`config.mk`:
```
export PLATFORM = sky130hd
export DESIGN_NAME = chirp_sequencer_flat
export DESIGN_NICKNAME = d
export VERILOG_FILES = /design/src/rtl/chirp_sequencer_if.sv /design/src/rtl/chirp_sequencer.sv /design/src/flat_wrapper.sv
export SDC_FILE = /design/constraint.sdc
export NUM_CORES = 1
export LEC_CHECK = 0
export CAP_MARGIN = 20
export CORE_MARGIN = 3
export CORE_UTILIZATION = 32
export DETAILED_ROUTE_END_ITERATION = 10
export HOLD_SLACK_MARGIN = 0.1
export PLACE_DENSITY = 0.6
export REMOVE_ABC_BUFFERS = 1
export SLEW_MARGIN = 20
export SYNTH_ARGS = -nofsm -noshare
export SYNTH_HDL_FRONTEND = slang
export SYNTH_SLANG_ARGS = --single-unit
```
`constraint.sdc`:
```
create_clock -name clk_245 -period 4.7 [get_ports clk_245]
set_input_delay 0.94 -clock clk_245 [delete_from_list [all_inputs] [get_ports clk_245]]
set_output_delay 0.94 -clock clk_245 [all_outputs]
set_load 0.02 [all_outputs]
```
`src/rtl/chirp_sequencer_if.sv`:
```
// Control, status and DDS handshake bundle for chirp_sequencer.
// master = sequencer side, slave = host/DDS side.
interface chirp_sequencer_if #(
  parameter int CNT_WIDTH = 32
);
  logic                 seq_start;
  logic                 seq_abort;
  logic [15:0]          num_chirps;
  logic [CNT_WIDTH-1:0] chirp_period;
  logic [15:0]          adc_pre_cycles;
  logic [15:0]          adc_post_cycles;
  logic                 chirp_ready;
  logic                 chirp_done;
  logic                 chirp_init;
  logic                 chirp_enable;
  logic                 adc_enable;
  logic                 seq_busy;
  logic                 seq_done;
  logic [15:0]          chirp_index;
  logic                 timeout_err;
  logic                 pri_overrun;

  modport master (
    input  seq_start, seq_abort, num_chirps, chirp_period,
    input  adc_pre_cycles, adc_post_cycles,
    input  chirp_ready, chirp_done,
    output chirp_init, chirp_enable, adc_enable,
    output seq_busy, seq_done, chirp_index,
    output timeout_err, pri_overrun
  );

  modport slave (
    output seq_start, seq_abort, num_chirps, chirp_period,
    output adc_pre_cycles, adc_post_cycles,
    output chirp_ready, chirp_done,
    input  chirp_init, chirp_enable, adc_enable,
    input  seq_busy, seq_done, chirp_index,
    input  timeout_err, pri_overrun
  );
endinterface

```
`src/rtl/chirp_sequencer.sv`:
```
// Radar pulse scheduler: sequences DDS chirps and ADC capture
// windows at a fixed PRI, with abort, timeout and overrun status.
module chirp_sequencer #(
  parameter int CNT_WIDTH      = 32,
  parameter int DDS_LATENCY    = 2,
  parameter int TIMEOUT_CYCLES = 65535
) (
  input  logic clk_245,
  input  logic clk_245_rst,
  chirp_sequencer_if.master sif
);

  typedef enum logic [2:0] {
    S_IDLE,
    S_INIT,
    S_WAIT,
    S_PRE,
    S_CHIRP,
    S_POST,
    S_GAP,
    S_DONE
  } state_e;

  state_e               state_q;
  logic [15:0]          num_q;
  logic [15:0]          pre_q;
  logic [15:0]          post_q;
  logic [15:0]          idx_q;
  logic [CNT_WIDTH-1:0] per_q;
  logic [CNT_WIDTH-1:0] pri_q;
  logic [31:0]          tmo_q;
  logic [16:0]          ph_q;
  logic                 gap_first_q;
  logic                 init_q;
  logic                 cen_q;
  logic                 aen_q;
  logic                 busy_q;
  logic                 done_q;
  logic                 terr_q;
  logic                 povr_q;

  logic [CNT_WIDTH-1:0] pri_thr_d;
  logic [16:0]          pre_end_d;
  logic [16:0]          post_tot_d;
  logic [16:0]          post_end_d;
  logic                 pri_due_d;
  logic                 last_d;
  logic                 tmo_hit_d;

  // Zero-length windows still occupy one cycle in their state.
  always_comb begin
    pri_thr_d  = (per_q == '0) ? '0 : per_q - CNT_WIDTH'(1);
    pre_end_d  = (pre_q == 16'd0) ? 17'd0
               : {1'b0, pre_q} - 17'd1;
    post_tot_d = {1'b0, post_q} + 17'(DDS_LATENCY);
    post_end_d = (post_tot_d == 17'd0) ? 17'd0
               : post_tot_d - 17'd1;
    pri_due_d  = (pri_q >= pri_thr_d);
    last_d     = (num_q != 16'd0) && (idx_q + 16'd1 == num_q);
    tmo_hit_d  = (tmo_q >= 32'(TIMEOUT_CYCLES - 1));
  end

  always_ff @(posedge clk_245) begin
    if (clk_245_rst) begin
      state_q     <= S_IDLE;
      num_q       <= '0;
      pre_q       <= '0;
      post_q      <= '0;
      idx_q       <= '0;
      per_q       <= '0;
      pri_q       <= '0;
      tmo_q       <= '0;
      ph_q        <= '0;
      gap_first_q <= 1'b0;
      init_q      <= 1'b0;
      cen_q       <= 1'b0;
      aen_q       <= 1'b0;
      busy_q      <= 1'b0;
      done_q      <= 1'b0;
      terr_q      <= 1'b0;
      povr_q      <= 1'b0;
    end else begin
      init_q <= 1'b0;
      done_q <= 1'b0;
      tmo_q  <= tmo_q + 32'd1;
      ph_q   <= ph_q + 17'd1;
      if (pri_q != '1) pri_q <= pri_q + CNT_WIDTH'(1);

      if (state_q != S_IDLE && state_q != S_DONE && sif.seq_abort) begin
        cen_q   <= 1'b0;
        aen_q   <= 1'b0;
        done_q  <= 1'b1;
        state_q <= S_DONE;
      end else begin
        unique case (state_q)
          S_IDLE: begin
            if (sif.seq_start && !sif.seq_abort) begin
              num_q   <= sif.num_chirps;
              per_q   <= sif.chirp_period;
              pre_q   <= sif.adc_pre_cycles;
              post_q  <= sif.adc_post_cycles;
              idx_q   <= '0;
              terr_q  <= 1'b0;
              povr_q  <= 1'b0;
              pri_q   <= '0;
              init_q  <= 1'b1;
              busy_q  <= 1'b1;
              state_q <= S_INIT;
            end
          end
          S_INIT: begin
            tmo_q   <= '0;
            state_q <= S_WAIT;
          end
          S_WAIT: begin
            if (sif.chirp_ready) begin
              aen_q   <= 1'b1;
              ph_q    <= '0;
              state_q <= S_PRE;
            end else if (tmo_hit_d) begin
              terr_q  <= 1'b1;
              done_q  <= 1'b1;
              state_q <= S_DONE;
            end
          end
          S_PRE: begin
            if (ph_q >= pre_end_d) begin
              cen_q   <= 1'b1;
              tmo_q   <= '0;
              state_q <= S_CHIRP;
            end
          end
          S_CHIRP: begin
            if (sif.chirp_done) begin
              cen_q   <= 1'b0;
              ph_q    <= '0;
              state_q <= S_POST;
            end else if (tmo_hit_d) begin
              cen_q   <= 1'b0;
              aen_q   <= 1'b0;
              terr_q  <= 1'b1;
              done_q  <= 1'b1;
              state_q <= S_DONE;
            end
          end
          S_POST: begin
            if (ph_q >= post_end_d) begin
              aen_q       <= 1'b0;
              gap_first_q <= 1'b1;
              state_q     <= S_GAP;
            end
          end
          S_GAP: begin
            gap_first_q <= 1'b0;
            if (last_d) begin
              idx_q   <= idx_q + 16'd1;
              done_q  <= 1'b1;
              state_q <= S_DONE;
            end else if (pri_due_d) begin
              // PRI already spent on arrival: the next chirp is late.
              if (gap_first_q) povr_q <= 1'b1;
              idx_q   <= idx_q + 16'd1;
              pri_q   <= '0;
              init_q  <= 1'b1;
              state_q <= S_INIT;
            end
          end
          S_DONE: begin
            busy_q  <= 1'b0;
            state_q <= S_IDLE;
          end
          default: state_q <= S_IDLE;
        endcase
      end
    end
  end

  assign sif.chirp_init   = init_q;
  assign sif.chirp_enable = cen_q;
  assign sif.adc_enable   = aen_q;
  assign sif.seq_busy     = busy_q;
  assign sif.seq_done     = done_q;
  assign sif.chirp_index  = idx_q;
  assign sif.timeout_err  = terr_q;
  assign sif.pri_overrun  = povr_q;

endmodule

```
`src/flat_wrapper.sv`:
```
// flat-port wrapper written by rule: the top's interface ports become plain ports
module chirp_sequencer_flat 
#(
  parameter int CNT_WIDTH      = 32,
  parameter int DDS_LATENCY    = 2,
  parameter int TIMEOUT_CYCLES = 65535
)
  (clk_245, clk_245_rst, sif_seq_start, sif_seq_abort, sif_num_chirps, sif_chirp_period, sif_adc_pre_cycles, sif_adc_post_cycles, sif_chirp_ready, sif_chirp_done, sif_chirp_init, sif_chirp_enable, sif_adc_enable, sif_seq_busy, sif_seq_done, sif_chirp_index, sif_timeout_err, sif_pri_overrun);
  chirp_sequencer_if #(.CNT_WIDTH(CNT_WIDTH)) sif_i ();
  input  logic clk_245;
  input  logic clk_245_rst;
  input wire logic [$bits(sif_i.seq_start)-1:0] sif_seq_start;
  input wire logic [$bits(sif_i.seq_abort)-1:0] sif_seq_abort;
  input wire logic [$bits(sif_i.num_chirps)-1:0] sif_num_chirps;
  input wire logic [$bits(sif_i.chirp_period)-1:0] sif_chirp_period;
  input wire logic [$bits(sif_i.adc_pre_cycles)-1:0] sif_adc_pre_cycles;
  input wire logic [$bits(sif_i.adc_post_cycles)-1:0] sif_adc_post_cycles;
  input wire logic [$bits(sif_i.chirp_ready)-1:0] sif_chirp_ready;
  input wire logic [$bits(sif_i.chirp_done)-1:0] sif_chirp_done;
  output wire logic [$bits(sif_i.chirp_init)-1:0] sif_chirp_init;
  output wire logic [$bits(sif_i.chirp_enable)-1:0] sif_chirp_enable;
  output wire logic [$bits(sif_i.adc_enable)-1:0] sif_adc_enable;
  output wire logic [$bits(sif_i.seq_busy)-1:0] sif_seq_busy;
  output wire logic [$bits(sif_i.seq_done)-1:0] sif_seq_done;
  output wire logic [$bits(sif_i.chirp_index)-1:0] sif_chirp_index;
  output wire logic [$bits(sif_i.timeout_err)-1:0] sif_timeout_err;
  output wire logic [$bits(sif_i.pri_overrun)-1:0] sif_pri_overrun;
  assign sif_i.seq_start = sif_seq_start;
  assign sif_i.seq_abort = sif_seq_abort;
  assign sif_i.num_chirps = sif_num_chirps;
  assign sif_i.chirp_period = sif_chirp_period;
  assign sif_i.adc_pre_cycles = sif_adc_pre_cycles;
  assign sif_i.adc_post_cycles = sif_adc_post_cycles;
  assign sif_i.chirp_ready = sif_chirp_ready;
  assign sif_i.chirp_done = sif_chirp_done;
  assign sif_chirp_init = sif_i.chirp_init;
  assign sif_chirp_enable = sif_i.chirp_enable;
  assign sif_adc_enable = sif_i.adc_enable;
  assign sif_seq_busy = sif_i.seq_busy;
  assign sif_seq_done = sif_i.seq_done;
  assign sif_chirp_index = sif_i.chirp_index;
  assign sif_timeout_err = sif_i.timeout_err;
  assign sif_pri_overrun = sif_i.pri_overrun;
  chirp_sequencer #(.CNT_WIDTH(CNT_WIDTH), .DDS_LATENCY(DDS_LATENCY), .TIMEOUT_CYCLES(TIMEOUT_CYCLES)) u_core (.clk_245(clk_245), .clk_245_rst(clk_245_rst), .sif(sif_i));
endmodule
```
==> metrics list <==
- Latest clock arrival within the worst-skew pair: 440 ps
- Synth warn: 0
- Cell leakage power: 5.09 nW
- Category of the worst setup path launch point: flop
* Wire length of the first global-routing pass: 49.2 mm
- Of the total power, the share spent switching nets is 38.8%.
* # diodes: 0
- In this run the worst path has a maximum fanout of 5.
- # rows: 68
- Worst-case clock buffer depth: 2
- After synthesis, the mean cell area works out to 7.60 sq um.
- In this run, CTS created clock tree buffers numbering 17.
* Minimum clock period after layout: 4450 ps
- After legalization and detailed placement, the total HPWL measured 22.6 mm.
- CTS built an H-tree with a depth of 4.
* Maximum cell stage delay along the critical path: 560 ps
* Post-route insts no fill: 2056
- Once the floorplan was initialized, standard cells occupied 32.9% of the core.
- Post-Place Setup Slack: -188 ps
* Routed wirelength normalized by instance count: 14.7 microns
- For the final routed database, the setup TNS stands at 0 ps.
- The library cells used most frequently in the layout, excluding fill and tap cells, are nand2_1 (293), dfxtp_1 (187), nor2_1 (163), a21oi_1 (127), clkdlybuf4s50_1 (107).
* Dpl cell area: 13000 sq um
* VDD IR-drop max: 242 uV
* Clock Sink Count: 188
- Clock-pin slew was measured on the worst setup and hold paths at 70 ps.
- The worst pin sits at a relative slew slack of 43.8%.
- Number of enable-type register cells in the synthesized netlist: 0
- Most used flip-flop cell after synthesis: dfxtp_1
* Count of antenna-violating nets left after detailed routing: 0
* Number of optimization iterations in the first detailed-route pass: 5
- Dividing the final minimum period by the clock period gives 94.7%.
- In this run, the clock network consumes 25.3% of the power.
* Filler instances: 3679
- Compared with the post-synthesis result, the final layout area differs by 18.7%.
* TritonCTS clock tree: done
- The internal power of the cells totals 3.38 mW.
- The detailed router placed 10500 vias in this run.
- Critical Path Sink Type: flop
- Cts hold-fix bufs: 0
* Worst setup margin: 251 ps
- Area of the mapped netlist: 11500 sq um
* Number of library cell types mapped by synthesis: 62
- Min Hold Slack: 457 ps
- Die X: 196 microns
- Leading cell type in the layout, fill and taps excluded: nand2_1
* Run status: complete, no violations
- Worst-path cell chain: or4_4 > nor3_2 > and3_2 > nand2_1 > or3_4 > nor3_1 > xor2_1 > nand2_1 > ha_1 > nand4_1 > inv_1 > a221oi_1 > o211a_1 > nand2_1 > buf_4 > buf_4 > nor3_1 > nor2b_1 > a211oi_1
- DIE AREA: 38300 sq um
* Most frequent cell on the critical path: nand2_1
* Worst endpoint required time: 5050 ps
- Fin. Hold Viols: 0
- Buffers placed on the I/O ports in this run total 108.
- Data arrival, critical path: 4800 ps
- Flop and latch count out of synthesis: 188
- For this run the aggregate overflow at the end of global routing stands at 0.
- Placed Cells: 2023
- Pin placement for this block handled 109 I/O pins.
- Sequential power share: 33.9%
* GR Util All Layers: 15.4%
- For this run, the top clock speed supported by timing is 0.225 GHz.
* Post-route design area: 13700 sq um
- The number of antenna violations at the first check in global routing was 0.
* Number of standard cells after synthesis: 1517
* Kind of critical path: flop to flop
- Summed over all nets, the switching power comes to 2.14 mW.
- For this design the ratio of total power to cell area is 403 nW/um^2.
- For this block, the routed nets add up to 30.1 mm of wire.
- Largest net degree at the start of global routing: 64
- Final Wtd Congestion: 0.834
- First-iteration detailed-routing DRC count: 542
- Relative contribution of combinational cells to total power: 40.8%
* Number of global-route vias before repair: 9979
* Core Footprint: 35100 sq um
* Master cell of the clock root buffer: clkbuf_16
- Share of flip-flops with an asynchronous set or reset: 0%
- Final-stage net count: 1753
- Final setup violation count: 0
- Floorplan die height: 196 microns
- Number of max-capacitance violations reported: 0
- Pins over their slew limit: 0
- In the final layout, the share of cells above drive strength 1 is 5.00%.
- Share of synthesized area occupied by flip-flops and latches: 32.7%
- In the routed design, unresolved DRC markers number 0.
- Using the TritonRoute via totals, the vias-per-cell ratio works out to 5.09.
- On the critical path, the stage with the largest delay is an instance of or4_4.
- Skew final: 15.4 ps
- Transition at the pin with the smallest max-transition slack: 833 ps
- The tightest min-delay check is of the flop to flop type.
==> final cells by class <==
| type | instances | area, sq um | area share (%) |
|---|---|---|---|
| clock inverters | 11 | 113 | 0.823 |
| multi-input cells | 1231 | 7460 | 54.5 |
| clock buffers | 20 | 447 | 3.26 |
| inverters | 25 | 93.8 | 0.686 |
| repair buffers | 126 | 1240 | 9.05 |
| flip-flops and latches | 188 | 3760 | 27.5 |
| well taps | 455 | 569 | 4.16 |
==> repair_timing <==
item	4_1_cts	5_1_grt
pin swaps	1	2
gates resized for setup	2	13
setup buffers	2	0
endpoints found under the setup margin	8	53
==> critical path: cells and delay by family, from the launching register on <==
kind            cells  cell delay [ps]
buf+inv             3              350
fa+ha+maj           1              300
flops               1              350
simple gates       11             2420
xor+xnor            1              170
compound gates      3              780
==> cell usage after synthesis, drive strengths merged (3+ instances only) <==
cell / count / area [sq um]
a211oi: 7 / 52.6
and4: 12 / 105
o31ai: 7 / 57.6
nand3: 64 / 325
o311ai: 3 / 26.3
a21o: 9 / 67.6
mux2i: 9 / 90.1
inv: 25 / 93.8
or4: 11 / 82.6
o22ai: 3 / 18.8
ha: 78 / 976
xor2: 86 / 753
nor4: 28 / 175
nor3: 37 / 185
mux2: 3 / 33.8
o21ai: 39 / 195
or3: 16 / 100
buf: 14 / 67.6
a2111oi: 3 / 26.3
o41ai: 6 / 52.6
or2: 5 / 31.3
nor2b: 12 / 75.1
a31oi: 9 / 56.3
nand4: 44 / 282
a221oi: 3 / 26.3
and2: 15 / 93.8
xnor2: 70 / 613
o31a: 3 / 26.3
nand2: 294 / 1100
nand2b: 10 / 62.6
dfxtp: 188 / 3760
clkbuf: 59 / 221
and3: 21 / 131
a21oi: 127 / 636
o211ai: 6 / 45.0
nor2: 163 / 612
==> registers in the layout (all words and copies together), names as in the netlist <==
signal / cells
u_core.gap_first_q: 1
u_core.num_q: 16
u_core.per_q: 32
u_core.ph_q: 17
u_core.post_q: 16
u_core.pre_q: 16
u_core.pri_q: 32
u_core.sif.adc_enable: 1
u_core.sif.chirp_enable: 1
u_core.sif.chirp_index: 16
u_core.sif.chirp_init: 1
u_core.sif.pri_overrun: 1
u_core.sif.seq_busy: 1
u_core.sif.seq_done: 1
u_core.sif.timeout_err: 1
u_core.state_q: 3
u_core.tmo_q: 32
==> per-stage QoR <==
stage	util, %	total power, mW
after floorplan	-	3.46
after global placement	37.2	4.03
after detailed placement	37.2	4.09
after CTS	38.8	5.52
after global routing	39.0	5.97
final	39.0	5.52
==> power groups by stage <==
stage          clock (mW)  combinational [mW]  sequential [mW]
3_5_place_dp            0                2.19             1.91
4_1_cts              1.44                2.21             1.87
3_3_place_gp            0                2.13             1.90
2_1_floorplan           0                1.60             1.86
5_1_grt              1.50                2.57             1.90
6_report             1.40                2.25             1.87
==> metal layers <==
| layer | vias up | track usage, % | wire length (microns) |
|---|---|---|---|
| met3 | 42 | 2.83 | 921 |
| met4 | 0 | 4.75 | 578 |
| li1 | 5420 | - | - |
| met5 | - | 0 | 0 |
| met2 | 140 | 25.4 | 13900 |
| met1 | 4853 | 20.4 | 14700 |
==> path summary, 6_finish.rpt <==
| path | startpoint | slack [ps] | to | cells past startpoint |
|---|---|---|---|---|
| setup reg to reg | u_core.per_q[5] | 250 | u_core.state_q[1] | 19 |
| hold reg to reg | u_core.post_q[0] | 460 | u_core.post_q[0] | 2 |
| setup / recovery | u_core.per_q[5] | 250 | u_core.state_q[1] | 19 |
| hold / removal | u_core.post_q[0] | 460 | u_core.post_q[0] | 2 |
==> logic make-up after synthesis <==
family          Yosys count  synth area share [%]
compound gates          240                  12.4
xor+xnor                156                  11.9
fa+ha+maj                78                  8.47
buf+inv                  98                  3.32
flops                   188                  32.7
mux                      12                  1.07
other cells               1                0.0325
simple gates            744                  30.2
No activity file was read; power rests on OpenSTA's default activity.
